**config.mk**
```make
export PLATFORM = sky130hd
export DESIGN_NAME = onehot_encoder_fifo_flat
export DESIGN_NICKNAME = d
export VERILOG_FILES = /design/src/rtl/onehot_encoder_fifo_if.sv /design/src/rtl/onehot_encoder_fifo.sv /design/src/flat_wrapper.sv
export SDC_FILE = /design/constraint.sdc
export NUM_CORES = 1
export LEC_CHECK = 0
export CAP_MARGIN = 5
export CORE_MARGIN = 5
export CORE_UTILIZATION = 50
export DETAILED_ROUTE_END_ITERATION = 7
export GPL_ROUTABILITY_DRIVEN = 0
export PLACE_DENSITY = 0.77
export SLEW_MARGIN = 10
export SYNTH_ARGS = -nofsm -noshare
export SYNTH_HDL_FRONTEND = slang
export SYNTH_SLANG_ARGS = --single-unit
```
**constraint.sdc**
```tcl
create_clock -name clk -period 2.82 [get_ports clk]
set_input_delay 0.564 -clock clk [delete_from_list [all_inputs] [get_ports clk]]
set_output_delay 0.564 -clock clk [all_outputs]
set_load 0.01 [all_outputs]
```
**src/rtl/onehot_encoder_fifo_if.sv**
```systemverilog
// Handshake bundle for the one-hot encoder FIFO: upstream push side and downstream pop side.
interface onehot_encoder_fifo_if;
  logic       in_valid;
  logic [3:0] in_word;
  logic       in_ready;
  logic       out_valid;
  logic [1:0] out_code;
  logic       out_err;
  logic       out_ready;

  modport master (
    output in_valid, in_word, out_ready,
    input  in_ready, out_valid, out_code, out_err
  );

  modport slave (
    input  in_valid, in_word, out_ready,
    output in_ready, out_valid, out_code, out_err
  );
endinterface

```
**src/rtl/onehot_encoder_fifo.sv**
```systemverilog
// Encodes one-hot 4-bit words to a 2-bit index plus error flag and queues them in a
// first-word-fall-through FIFO, with a saturating count of accepted non-one-hot words.
module onehot_encoder_fifo #(
  parameter int unsigned DEPTH = 4,
  parameter int unsigned CNT_W = 8
) (
  input  logic                   clk,
  input  logic                   rst,
  onehot_encoder_fifo_if.slave   bus,
  output logic [$clog2(DEPTH):0] level,
  output logic [CNT_W-1:0]       err_cnt
);

  localparam int unsigned AW = $clog2(DEPTH);
  localparam logic [AW:0] FULL_LVL = (AW+1)'(DEPTH);

  logic [AW-1:0] wr_ptr;
  logic [AW-1:0] rd_ptr;
  logic [2:0]    mem [DEPTH];
  logic [1:0]    enc_code;
  logic          enc_err;
  logic          push;
  logic          pop;

  always_comb begin
    enc_code = '0;
    enc_err  = 1'b0;
    case (bus.in_word)
      4'b0001: enc_code = 2'd0;
      4'b0010: enc_code = 2'd1;
      4'b0100: enc_code = 2'd2;
      4'b1000: enc_code = 2'd3;
      default: enc_err  = 1'b1;
    endcase
  end

  // in_ready depends on stored level only, so a pop never opens a slot in the same cycle.
  assign bus.in_ready  = (level != FULL_LVL);
  assign bus.out_valid = (level != '0);
  assign push          = bus.in_valid && bus.in_ready;
  assign pop           = bus.out_valid && bus.out_ready;

  // Storage is not reset; the head is masked while empty so reset shows 00/0.
  always_comb begin
    bus.out_code = '0;
    bus.out_err  = 1'b0;
    if (bus.out_valid) begin
      bus.out_code = mem[rd_ptr][2:1];
      bus.out_err  = mem[rd_ptr][0];
    end
  end

  always_ff @(posedge clk) begin
    if (push) begin
      mem[wr_ptr] <= {enc_code, enc_err};
    end
  end

  always_ff @(posedge clk or posedge rst) begin
    if (rst) begin
      wr_ptr  <= '0;
      rd_ptr  <= '0;
      level   <= '0;
      err_cnt <= '0;
    end else begin
      if (push) begin
        wr_ptr <= wr_ptr + 1'b1;
      end
      if (pop) begin
        rd_ptr <= rd_ptr + 1'b1;
      end
      case ({push, pop})
        2'b10:   level <= level + 1'b1;
        2'b01:   level <= level - 1'b1;
        default: level <= level;
      endcase
      if (push && enc_err && (err_cnt != '1)) begin
        err_cnt <= err_cnt + 1'b1;
      end
    end
  end

endmodule

```
**src/flat_wrapper.sv**
```systemverilog
// flat-port wrapper written by rule: the top's interface ports become plain ports
module onehot_encoder_fifo_flat 
#(
  parameter int unsigned DEPTH = 4,
  parameter int unsigned CNT_W = 8
)
  (clk, rst, level, err_cnt, bus_in_valid, bus_in_word, bus_out_ready, bus_in_ready, bus_out_valid, bus_out_code, bus_out_err);
  onehot_encoder_fifo_if bus_i ();
  input  logic clk;
  input  logic rst;
  output logic [$clog2(DEPTH):0] level;
  output logic [CNT_W-1:0] err_cnt;
  input wire logic [$bits(bus_i.in_valid)-1:0] bus_in_valid;
  input wire logic [$bits(bus_i.in_word)-1:0] bus_in_word;
  input wire logic [$bits(bus_i.out_ready)-1:0] bus_out_ready;
  output wire logic [$bits(bus_i.in_ready)-1:0] bus_in_ready;
  output wire logic [$bits(bus_i.out_valid)-1:0] bus_out_valid;
  output wire logic [$bits(bus_i.out_code)-1:0] bus_out_code;
  output wire logic [$bits(bus_i.out_err)-1:0] bus_out_err;
  assign bus_i.in_valid = bus_in_valid;
  assign bus_i.in_word = bus_in_word;
  assign bus_i.out_ready = bus_out_ready;
  assign bus_in_ready = bus_i.in_ready;
  assign bus_out_valid = bus_i.out_valid;
  assign bus_out_code = bus_i.out_code;
  assign bus_out_err = bus_i.out_err;
  onehot_encoder_fifo #(.DEPTH(DEPTH), .CNT_W(CNT_W)) u_core (.clk(clk), .rst(rst), .bus(bus_i), .level(level), .err_cnt(err_cnt));
endmodule
```
Word level (Yosys, flattened, before mapping)
Memory sizes are Yosys's and may differ from the RTL's. Index checks and enable logic that the tools add are counted.

Register bits after elaboration: 15. Memories: 1. Output and inout port bits: 16. Memory bits (read-only): 0. Latch bits: 0. Bits in writable memories: 12.

Memory list: u_core.mem (depth 4, bits a word 3, read ports 1, clocked after Yosys merged registers in 0, write ports 1, RTL line onehot_encoder_fifo.sv:19) `logic [2:0] mem [DEPTH];`.

Bitwise logic cells: 0. Shift operators: 0. Order comparisons: 0. Add/subtract/negate cells: 5. Reductions and logical operators: 7. Muxes and demuxes: 7. Eq/ne operators: 8. $mul: 0. Divide/modulo/power cells: 0.

Operators by type and width (number): adder 8 x 1 -> 8 bit, second input constant (1); != test 8 bit, second input constant (1); case mux 2 bit (3 select lines) (1); case mux 3 bit (2 select lines) (1); adder 2 x 1 -> 2 bit, second input constant (2); equality test 4 x 1 -> 1 bit, second input constant (1); equality test 4 x 2 -> 1 bit, second input constant (1); equality test 4 x 3 -> 1 bit, second input constant (1); equality test 4 bit, second input constant (1); logical AND 1 bit (4); two-way mux 1 bit (4); OR reduction 4 bit (1); adder 3 x 1 -> 3 bit, second input constant (1); != test 3 bit, second input constant (1); nonzero test 3 bit (1); subtractor 3 x 1 -> 3 bit, second input constant (1); equality test 2 x 1 -> 1 bit, second input constant (1); equality test 2 bit, second input constant (1); two-way mux 2 bit (1); nonzero test 2 bit (1).

Logic depth before layout (Yosys ltp)
Gate-level depths: netlist of run 1.

Word-level depth: 5. Depth in mapped cells: 9. Gate-level depth less buffers: 8.

Worst setup path before layout of run 1
Ideal clock, no wire load.

Path type: flip-flop to flip-flop. From: reg u_core.level[0]. To: reg u_core.level[2]. Setup slack: 0.708 ns. Data arrival time: 2.033 ns. Cell stages (with the launch flop): 10. Required time: 2.741 ns. Cells stage by stage: dfrtp_1 -> or3b_1 -> buf_4 -> nand2_1 -> ha_1 -> inv_1 -> fa_1 -> xor2_1 -> nor2_1 -> xor2_1.

Word-level cells in the longest chain between the ends: 4. Elaborated cells on any way between the ends: 10.

RTL lines: from (decl) (RTL line onehot_encoder_fifo.sv:10) `output logic [$clog2(DEPTH):0] level,`; from (signal assigned) (RTL line onehot_encoder_fifo.sv:73) `2'b10: level <= level + 1'b1;`; from (signal assigned) (RTL line onehot_encoder_fifo.sv:74) `2'b01: level <= level - 1'b1;`; from (signal assigned) (RTL line onehot_encoder_fifo.sv:75) `default: level <= level;`; != test 3 bit * (RTL line onehot_encoder_fifo.sv:38) `assign bus.in_ready = (level != FULL_LVL);`; net bus_in_ready (RTL line flat_wrapper.sv:16) `output wire logic [$bits(bus_i.in_ready)-1:0] bus_in_ready;`; logical AND 1 bit * (RTL line onehot_encoder_fifo.sv:40) `assign push = bus.in_valid && bus.in_ready;`; equality test 2 x 1 -> 1 bit / equality test 2 bit (equally long branches) (RTL line onehot_encoder_fifo.sv:72) `case ({push, pop})`; case mux 3 bit (2 select lines) / nonzero test 2 bit (equally long branches).

The timed path passes the listed nets; every way through them passes the cells marked *. A chain may end at the register's enable or synchronous reset.

Worst setup path after layout of run 1
From: reg u_core.rd_ptr[0]. To: out bus_out_err.

Word-level cells in the longest chain between the ends: 2.

RTL lines: from (decl) (RTL line onehot_encoder_fifo.sv:18) `logic [AW-1:0] rd_ptr;`; from (signal assigned) (RTL line onehot_encoder_fifo.sv:70) `rd_ptr <= rd_ptr + 1'b1;`; memory read (4 x 3 bit); two-way mux 1 bit (RTL line onehot_encoder_fifo.sv:47) `if (bus.out_valid) begin`; to (decl) (RTL line flat_wrapper.sv:19) `output wire logic [$bits(bus_i.out_err)-1:0] bus_out_err;`.

No other way between the ends.

==> results of run 1 <==
-- power by group --
| group | total, mW | internal, mW | switching (mW) |
|---|---|---|---|
| Combinational | 0.699 | 0.411 | 0.288 |
| Clock | 0.158 | 0.0552 | 0.103 |
| Sequential | 0.685 | 0.547 | 0.138 |
| Total | 1.54 | 1.01 | 0.529 |
-- cells in the final DEF (no fill, tap or decap) --
| master | instances |
|---|---|
| clkdlybuf4s50_1 | 23 |
| dfrtp_1 | 15 |
| edfxtp_1 | 12 |
| xnor2_1 | 10 |
| and3_1 | 6 |
| inv_1 | 6 |
| ha_1 | 6 |
| nand4_1 | 5 |
| nand2_1 | 4 |
| xor2_1 | 4 |
| and2_1 | 4 |
| mux4_2 | 3 |
| clkbuf_4 | 3 |
| nor3_1 | 2 |
| nor4b_2 | 1 |
| xnor2_2 | 1 |
| nor3_2 | 1 |
| nor4b_1 | 1 |
| nand3_1 | 1 |
| or3b_1 | 1 |
| o211ai_2 | 1 |
| nor4_4 | 1 |
| nor2_1 | 1 |
| mux2_2 | 1 |
| or3_1 | 1 |
| mux2i_1 | 1 |
| mux2_4 | 1 |
| fa_1 | 1 |
| clkbuf_1 | 1 |
| buf_4 | 1 |
-- layer usage --
layer  up-vias  track usage [%]  part of all wire, %
met5         -                0                    0
met4         0             5.45                 0.74
met3         2             2.52                  4.2
met2        15             23.1                   50
met1       364             20.5                   45
li1        383                -                    -
-- path summary, 6_finish.rpt --
| path | start | endpoint | slack [ns] | cells after the start |
|---|---|---|---|---|
| max | u_core.rd_ptr[0] | bus_out_err | 0.23 | 3 |
| min | u_core.err_cnt[0] | u_core.err_cnt[0] | 0.52 | 1 |
| max reg2reg | u_core.level[1] | u_core.level[2] | 0.61 | 8 |
| min reg2reg | u_core.err_cnt[0] | u_core.err_cnt[0] | 0.52 | 1 |
| max in group asynchronous | rst | u_core.rd_ptr[1] | 1.85 | 2 |
| min in group asynchronous | rst | u_core.err_cnt[3] | 0.58 | 2 |
-- registers in the layout (all words and copies together) (netlist names) --
| name | flops |
|---|---|
| u_core.err_cnt | 8 |
| u_core.rd_ptr | 2 |
| u_core.level | 3 |
| u_core.mem | 12 |
| u_core.wr_ptr | 2 |
-- logic make-up (layout without fill, tap and decap cells) --
logic type,count (synthesis),after routing,synth area share [%]
XOR/XNOR,15,15,10.5
adder cells (fa/ha/maj),7,7,7.22
AND/OR/NAND/NOR,29,29,15.0
AO/OA/AOI/OAI,1,1,0.950
buffers and inverters,8,34,2.56
multiplexers,6,6,7.88
flip-flops,27,27,55.8
-- area by class of cell --
class,count,area (um2),area share (%)
sequential,27,736,45.8
multi-input combinational,58,548,34.1
timing repair buffer,24,238,14.8
tap,30,37.5,2.33
clock buffer,4,26.3,1.63
inverter,6,22.5,1.40
==> metrics.txt, run 1 <==
crit path cell chain=mux4_2 -> and2_1 -> clkdlybuf4s50_1; CTS tree=yes; total placed instance area=1580 um2; cells after synthesis=93; Nets=135; Max Cap Viol=0; die area=3760 um2; Layout area overhead=22.0%; Clock transition at path regs=0.14 ns; 1st-iter DRT viols=16; RSZ-0062 raised after global routing=no; WP data required=2.26 ns; CP endpoint kind=output pin; delay of the slowest critical-path stage=0.55 ns; layout cells sized above 1=11.8%; average wire per standard cell=15.3 um; I/O Buffers=23; CTS Sinks=27; post-route minimum period=2.59 ns; warnings from Yosys=0; synthesized area=1320 um2; synth cell count leaders=15 x dfrtp_1, 12 x edfxtp_1, 10 x xnor2_1; crit path max-delay cell type=mux4_2; post-synthesis cell type count=28; TritonCTS Buffers=3; Setup WS post-layout=0.229 ns; Hold-fix buffers, CTS=0; post-CTS sizing=0; maximum vdd drop=0.688 mV; # DRC=0; Tot Pwr=1.54 mW; f_max=0.386 GHz; post-DR vias/cell=5.13; Setup crit start kind=register; WP data arrival=2.03 ns; PD cells=959 nW/um2; Seq cells post-synth=27; ys flop type=dfrtp_1; most common cell in the netlist=dfrtp_1; sequential fraction of the synthesis area=55.8%; syn_area_per_cell=14.2 um2; routed wire length=2.28 mm; Final period util=91.9%; pin count of the biggest net entering global routing=16; clk_lat worst skew=0.31 ns; CTS H-tree lvls=1; final hold slack=0.523 ns; FP Rows=18; Clock Path Buffers=2; total number of vias=764; final instance area=1610 um2; outcome=finished clean; initial core utilization=52.7%; Finish-stage setup viols=0; Worst Tran Pin Value=0.573 ns; Post-CTS Setup Bufs=0; syn nets=108; Fillers=202; share of the synthesized area in the top cell type=28.5%; Hold Crit Class=reg2reg; post-layout util=64.3%; Fin Setup TNS=0 ns; gr ovfl total=0; IO Pins=24; CORE AREA=2500 um2; CTS root buf=clkbuf_4; gr usage total=14.7%; CP Class=reg2out; main area contributors after synthesis=dfrtp_1 28%, edfxtp_1 27%, xnor2_1 6.6%, ha_1 5.7%, mux4_2 5.1%; initial antenna violation count=0; async set or reset register ratio after synthesis=55.6%; final slew viol count=0; Lkg Pwr=0.647 nW; width of the chip=61.3 um; number of flops mapped to enable cells by yosys=12; first-pass GRT wire length=3.88 mm; area leader, netlist=dfrtp_1; Die Y=61.3 um; placed wire-length estimate=1.83 mm; fin cells=149; antenna-violating nets left=0; worst slack, placed=0.415 ns; TritonRoute pass-1 iters=2; Final Hold Viols=0; clk_skew=0.0131 ns; dpl cells=145; CP delay by family, top=multiplexers; critical path peak fanout=5; slew margin rel.=61.8%; antenna fix cells=0; Buf/Inv on CP=1; vias in the first global route=785
Power figures use the tool's default switching activity.
==> inputs of run 2 (changes only) <==
--- a/config.mk
+++ b/config.mk
@@ -7,10 +7,10 @@
 export LEC_CHECK = 0
 export CAP_MARGIN = 5
 export CORE_MARGIN = 5
-export CORE_UTILIZATION = 50
+export CORE_UTILIZATION = 35
 export DETAILED_ROUTE_END_ITERATION = 7
 export GPL_ROUTABILITY_DRIVEN = 0
-export PLACE_DENSITY = 0.77
+export PLACE_DENSITY = 0.57
 export SLEW_MARGIN = 10
 export SYNTH_ARGS = -nofsm -noshare
 export SYNTH_HDL_FRONTEND = slang
==> constraint.sdc (replaced) <==
create_clock -name clk -period 3 [get_ports clk]
set_input_delay 0.6 -clock clk [delete_from_list [all_inputs] [get_ports clk]]
set_output_delay 0.6 -clock clk [all_outputs]
set_load 0.01 [all_outputs]
==> run 2 against run 1 <==
Flip-flop and latch count unchanged. Register-to-register slack better by 0.16 ns. Highest routed layer unchanged. Clock power is 28% higher. Combinational power decreased by 6.7%. Total power fell by 3.1%. Critical path depth did not move. Die area grew 35%. Clock skew shrank 0.0076 ns. Global-route usage down 5.0 points. Non-clock buffer count shrank 1. Sequential power decreased by 6.7%. Via count up 2.9%. Critical endpoint unchanged.
==> metrics.txt, run 2 (synthesis gave the netlist of run 1 again) <==
CTS Sinks=27 (unchanged); Worst setup startpoint=u_core.rd_ptr[0]; Clock Path Buffers=2 (unchanged); final slew viol count=0 (unchanged); Nets=134 (-0.74%); pin count of the biggest net entering global routing=16 (unchanged); CORE AREA=3660 um2 (+46%); WP data required=2.40 ns (+0.14 ns); TritonRoute pass-1 iters=2 (unchanged); slew margin rel.=57.1% (-4.7 points); routed wire length=2.24 mm (-1.8%); I/O Buffers=23 (unchanged); Final period util=83.7%; average wire per standard cell=13.5 um (-12%); initial antenna violation count=0 (unchanged); gr ovfl total=0 (unchanged); width of the chip=71.4 um (+16%); PD cells=910 nW/um2 (-5.2%); Max Cap Viol=0 (unchanged); post-route minimum period=2.51 ns; WP data arrival=1.91 ns (-0.12 ns); maximum vdd drop=0.373 mV (-46%); clk_lat worst skew=0.27 ns (-0.04 ns); Worst Tran Pin Value=0.635 ns (+0.0621 ns); critical path peak fanout=5 (unchanged); most frequent cells in the layout=23 x clkdlybuf4s50_1, 15 x dfrtp_1, 12 x edfxtp_1, 10 x xnor2_1; Hold-fix buffers, CTS=0 (unchanged); vias in the first global route=815 (+3.8%); total number of vias=786 (+2.9%); total placed instance area=1600 um2 (+0.95%); delay of the slowest critical-path stage=0.53 ns (-0.02 ns); Hold Crit Class=reg2reg; Fin Setup TNS=0 ns (unchanged); most common cell after layout, fill and taps aside=clkdlybuf4s50_1; CTS root buf=clkbuf_8; RSZ-0062 raised after global routing=no; CTS H-tree lvls=1 (unchanged); crit path max-delay cell type=mux4_2; die area=5090 um2 (+35%); post-CTS sizing=0 (unchanged); Finish-stage setup viols=0 (unchanged); clk_skew=0.00549 ns (-0.00763 ns); CTS tree=yes; Final Hold Viols=0 (unchanged); register-to-register setup slack=0.77 ns (+0.16 ns); fin cells=166 (+11%); Die Y=71.4 um (+16%); TritonCTS Buffers=3 (unchanged); outcome=finished clean; max reg flops=12 (unchanged); Post-CTS Setup Bufs=0 (unchanged); crit path cell chain=mux4_2 -> and2_1 -> clkdlybuf4s50_1; f_max=0.398 GHz; Layout area overhead=24.7%; # DRC=0 (unchanged); initial core utilization=36.0% (-17 points); antenna-violating nets left=0 (unchanged); Biggest register=u_core.mem; antenna fix cells=0 (unchanged); Buf/Inv on CP=1 (unchanged); first-pass GRT wire length=3.82 mm (-1.8%); Lkg Pwr=0.652 nW (+0.79%); final instance area=1640 um2 (+2.2%); HP Start=u_core.err_cnt[7]; 1st-iter DRT viols=9 (-7); post-DR vias/cell=4.73 (-7.7%); Clock transition at path regs=0.09 ns (-0.05 ns); placed wire-length estimate=1.72 mm (-6.1%); reg-to-reg startpoint=u_core.level[0]; dpl cells=162 (+12%); CP delay by family, top=multiplexers; CP Class=reg2out; CP endpoint kind=output pin; gr usage total=9.67% (-5.0 points); Hold Path End=u_core.err_cnt[7]; hold depth=1 (unchanged); IO Pins=24 (unchanged); largest registers=u_core.mem: 12 flops, u_core.err_cnt: 8 flops, u_core.level: 3 flops; FF-to-FF path depth=8 (unchanged); worst r2r dst=u_core.level[2]; FP Rows=22 (+4); layout cells sized above 1=11.9% (+0.10 points); Setup crit start kind=register
==> run 2: cell type report <==
cell class | count | area (um2)
clock buffer | 3 | 41.3
clock inverter | 1 | 5.00
fill | 338 | 2020
inverter | 6 | 22.5
multi-input combinational | 58 | 548
sequential | 27 | 736
tap | 48 | 60.1
timing repair buffer | 23 | 230
==> run 2: layer usage <==
| layer | vias to the layer above | track usage (%) | part of all wire [%] |
|---|---|---|---|
| li1 | 380 | - | - |
| met1 | 377 | 12.8 | 45 |
| met2 | 25 | 14.7 | 47 |
| met3 | 4 | 2.66 | 6.6 |
| met4 | 0 | 4.38 | 1.1 |
| met5 | - | 0 | 0 |
==> run 2: power breakdown <==
part | total, mW | switching [mW] | internal, mW
registers | 0.639 | 0.124 | 0.515
logic | 0.652 | 0.267 | 0.386
clock network | 0.203 | 0.110 | 0.0930
==> run 2: per-stage QoR <==
| stage | power [mW] | utilization [%] | setup WS, ns | hold slack [ns] |
|---|---|---|---|---|
| floorplan | 1.02 | - | 0.888 | 0.498 |
| global placement | 1.30 | 43.6 | 0.577 | 0.491 |
| detailed placement | 1.31 | 43.6 | 0.543 | 0.493 |
| CTS | 1.52 | 44.9 | 0.454 | 0.507 |
| global route | 1.61 | 44.9 | 0.369 | 0.545 |
| finish | 1.49 | 44.9 | 0.489 | 0.507 |
==> run 2: how the worst max path moves through the flow <==
| stage | slack, ns | endpoint | cells past startpoint |
|---|---|---|---|
| after detailed placement | 0.54 | u_core.err_cnt[7] | 6 |
| after global placement | 0.58 | u_core.err_cnt[4] | 6 |
| after CTS | 0.45 | bus_out_err | 3 |
| after global routing | 0.37 | bus_out_code[1] | 3 |
| after floorplan | 0.89 | u_core.level[2] | 9 |
| final | 0.49 | bus_out_err | 3 |
==> run 2: worst register-to-register path: stages, from the launching register on <==
cell,delay [ns]
dfrtp_1,0.43
or3b_1,0.50
nand2_1,0.19
ha_1,0.20
inv_1,0.06
fa_1,0.37
xor2_1,0.15
nor2_1,0.12
xor2_1,0.15
==> inputs of run 3 (changes only) <==
--- a/config.mk
+++ b/config.mk
@@ -10,7 +10,7 @@
 export CORE_UTILIZATION = 35
 export DETAILED_ROUTE_END_ITERATION = 7
 export GPL_ROUTABILITY_DRIVEN = 0
-export PLACE_DENSITY = 0.57
+export PLACE_DENSITY = 0.59
 export SLEW_MARGIN = 10
 export SYNTH_ARGS = -nofsm -noshare
 export SYNTH_HDL_FRONTEND = slang
==> constraint.sdc (replaced) <==
create_clock -name clk -period 2.3 [get_ports clk]
set_input_delay 0.46 -clock clk [delete_from_list [all_inputs] [get_ports clk]]
set_output_delay 0.46 -clock clk [all_outputs]
set_load 0.01 [all_outputs]
==> run 3 against run 2 <==
Non-clock buffer count grew 6. Utilization grew 1.3 points. Count of clock-buffer cells in the layout is the same. Combinational power grew 36%. Sequential power grew 30%. First-iteration DRC count grew to 3.3 times the previous value. Worst hold slack is the same. Critical endpoint is now bus_in_ready. Highest routed layer unchanged.
==> metrics.txt, run 3 (synthesis gave the netlist of run 1 again) <==
outcome=finished clean; most common cell after layout, fill and taps aside=clkdlybuf4s50_1; I/O Buffers=23 (unchanged); gr ovfl total=0 (unchanged); critical path peak fanout=6 (+1); gr usage total=9.94% (+0.26 points); WP data arrival=1.75 ns (-0.16 ns); width of the chip=71.4 um (unchanged); clk_lat worst skew=0.27 ns (about the same); post-route minimum period=2.21 ns; Clock power frac=13.4% (-0.2 points); CTS tree=yes; TritonCTS Buffers=3 (unchanged); combinational share of power=44.7% (+1.1 points); pin count of the biggest net entering global routing=16 (unchanged); CTS Sinks=27 (unchanged); CP Class=reg2out; WP data required=1.84 ns (-0.56 ns); final hold slack=0.507 ns (unchanged); first-pass GRT wire length=4.08 mm (+6.9%); post-DR vias/cell=4.75 (+0.32%); max reg flops=12 (unchanged); largest registers=u_core.mem: 12 flops, u_core.err_cnt: 8 flops, u_core.level: 3 flops; Hold Crit Class=reg2reg; # DRC=0 (unchanged); CP endpoint kind=output pin; layout cells sized above 1=16.9% (+5.1 points); Setup WS post-layout=0.0866 ns (-0.402 ns); sw frac=33.6% (+0.086 points); total number of vias=817 (+3.9%); FP Rows=22 (unchanged); Lkg Pwr=0.695 nW (+6.5%); worst slack, placed=0.0712 ns (-0.472 ns); Final Hold Viols=0 (unchanged); placed wire-length estimate=1.79 mm (+4.3%); 1st-iter DRT viols=30 (+21); Clock transition at path regs=0.09 ns (about the same); Die Y=71.4 um (unchanged); Setup crit start kind=register; CORE AREA=3660 um2 (unchanged); final slew viol count=0 (unchanged); clk_skew=0.00132 ns (-0.00417 ns); IO Pins=24 (unchanged); die area=5090 um2 (unchanged); initial core utilization=36.0% (unchanged); maximum vdd drop=0.494 mV (+32%); dpl cells=166 (+2.5%); Hold-fix buffers, CTS=0 (unchanged); RSZ-0062 raised after global routing=no; routed wire length=2.34 mm (+4.2%); slew margin rel.=60.4% (+3.4 points); Flop pwr share=41.8% (-1.0 points); most frequent cells in the layout=20 x clkdlybuf4s50_1, 14 x dfrtp_1, 12 x edfxtp_1, 10 x xnor2_1; fin cells=172 (+3.6%); Max Cap Viol=0 (unchanged); Layout area overhead=28.2%; average wire per standard cell=13.6 um (+0.56%); CTS root buf=clkbuf_8; Sw Pwr=665 uW (+33%); Biggest register=u_core.mem; Fin Setup TNS=0 ns (unchanged); Worst Tran Pin Value=0.593 ns (-0.0423 ns); TritonRoute pass-1 iters=4 (+2); antenna fix cells=0 (unchanged); initial antenna violation count=0 (unchanged); f_max=0.452 GHz; Final period util=96.2%; Finish-stage setup viols=0 (unchanged); Power Internal=1.31 mW (+32%); CTS H-tree lvls=1 (unchanged); Clock Path Buffers=2 (unchanged); PD cells=1170 nW/um2 (+29%); vias in the first global route=908 (+11%); Nets=140 (+4.5%); antenna-violating nets left=0 (unchanged)
[run 3: cell count changes in the layout (fill, tap and decap cells not counted), sizes merged]
cell | before | now
dlymetal6s2s | 0 | 1
dlygate4sd2 | 0 | 2
clkdlybuf4s50 | 23 | 20
buf | 0 | 6
[run 3: worst paths after layout]
| kind | end | slack (ns) | startpoint | cells past startpoint |
|---|---|---|---|---|
| max | bus_in_ready | 0.09 | u_core.level[0] | 3 |
| min | u_core.err_cnt[7] | 0.51 | u_core.err_cnt[7] | 1 |
| max reg2reg | u_core.level[2] | 0.19 | u_core.level[0] | 8 |
| min reg2reg | u_core.err_cnt[7] | 0.51 | u_core.err_cnt[7] | 1 |
| max in group asynchronous | u_core.rd_ptr[0] | 1.33 | rst | 2 |
| min in group asynchronous | u_core.err_cnt[0] | 0.55 | rst | 2 |
[run 3: power by group through the flow]
stage | registers (mW) | logic (mW) | clock network, mW
finish | 0.828 | 0.885 | 0.266
global route | 0.858 | 0.971 | 0.292
CTS | 0.833 | 0.910 | 0.273
detailed placement | 0.848 | 0.886 | 0
global placement | 0.847 | 0.871 | 0
floorplan | 0.833 | 0.500 | 0
[run 3: layer usage]
layer	GRT usage [%]	routed length, um	vias up
li1	-	-	390
met1	13.4	1080	397
met5	0	0	-
met4	3.13	30	0
met2	15.6	1100	25
met3	2.52	121	5
[run 3: worst max-delay path, cell delays in order (launching register included)]
cell and delay [ns]:
dfrtp_1 0.44, or3b_1 0.40, buf_4 0.17, clkdlybuf4s50_1 0.48
[run 3: layout make-up]
type	count	area (um2)
tap	48	60.1
fill	337	1970
inverter	6	22.5
sequential	27	737
multi-input combinational	58	548
clock inverter	1	5.00
timing repair buffer	29	275
clock buffer	3	41.3
[run 3: metrics by stage]
stage               power (mW)  util, %  cell area (um2)
finish                    1.98     46.1             1690
CTS                       2.02     46.1             1690
detailed placement        1.73     44.4             1630
global placement          1.72     44.4             1630
floorplan                 1.33        -             1320
global route              2.12     46.1             1690
[run 3: repair_timing]
item | in CTS | in global routing
setup buffers | 2 | 0
resized for setup | 3 | 1
setup endpoints to repair | 3 | 1
endpoints found under the hold margin | 0 | 0
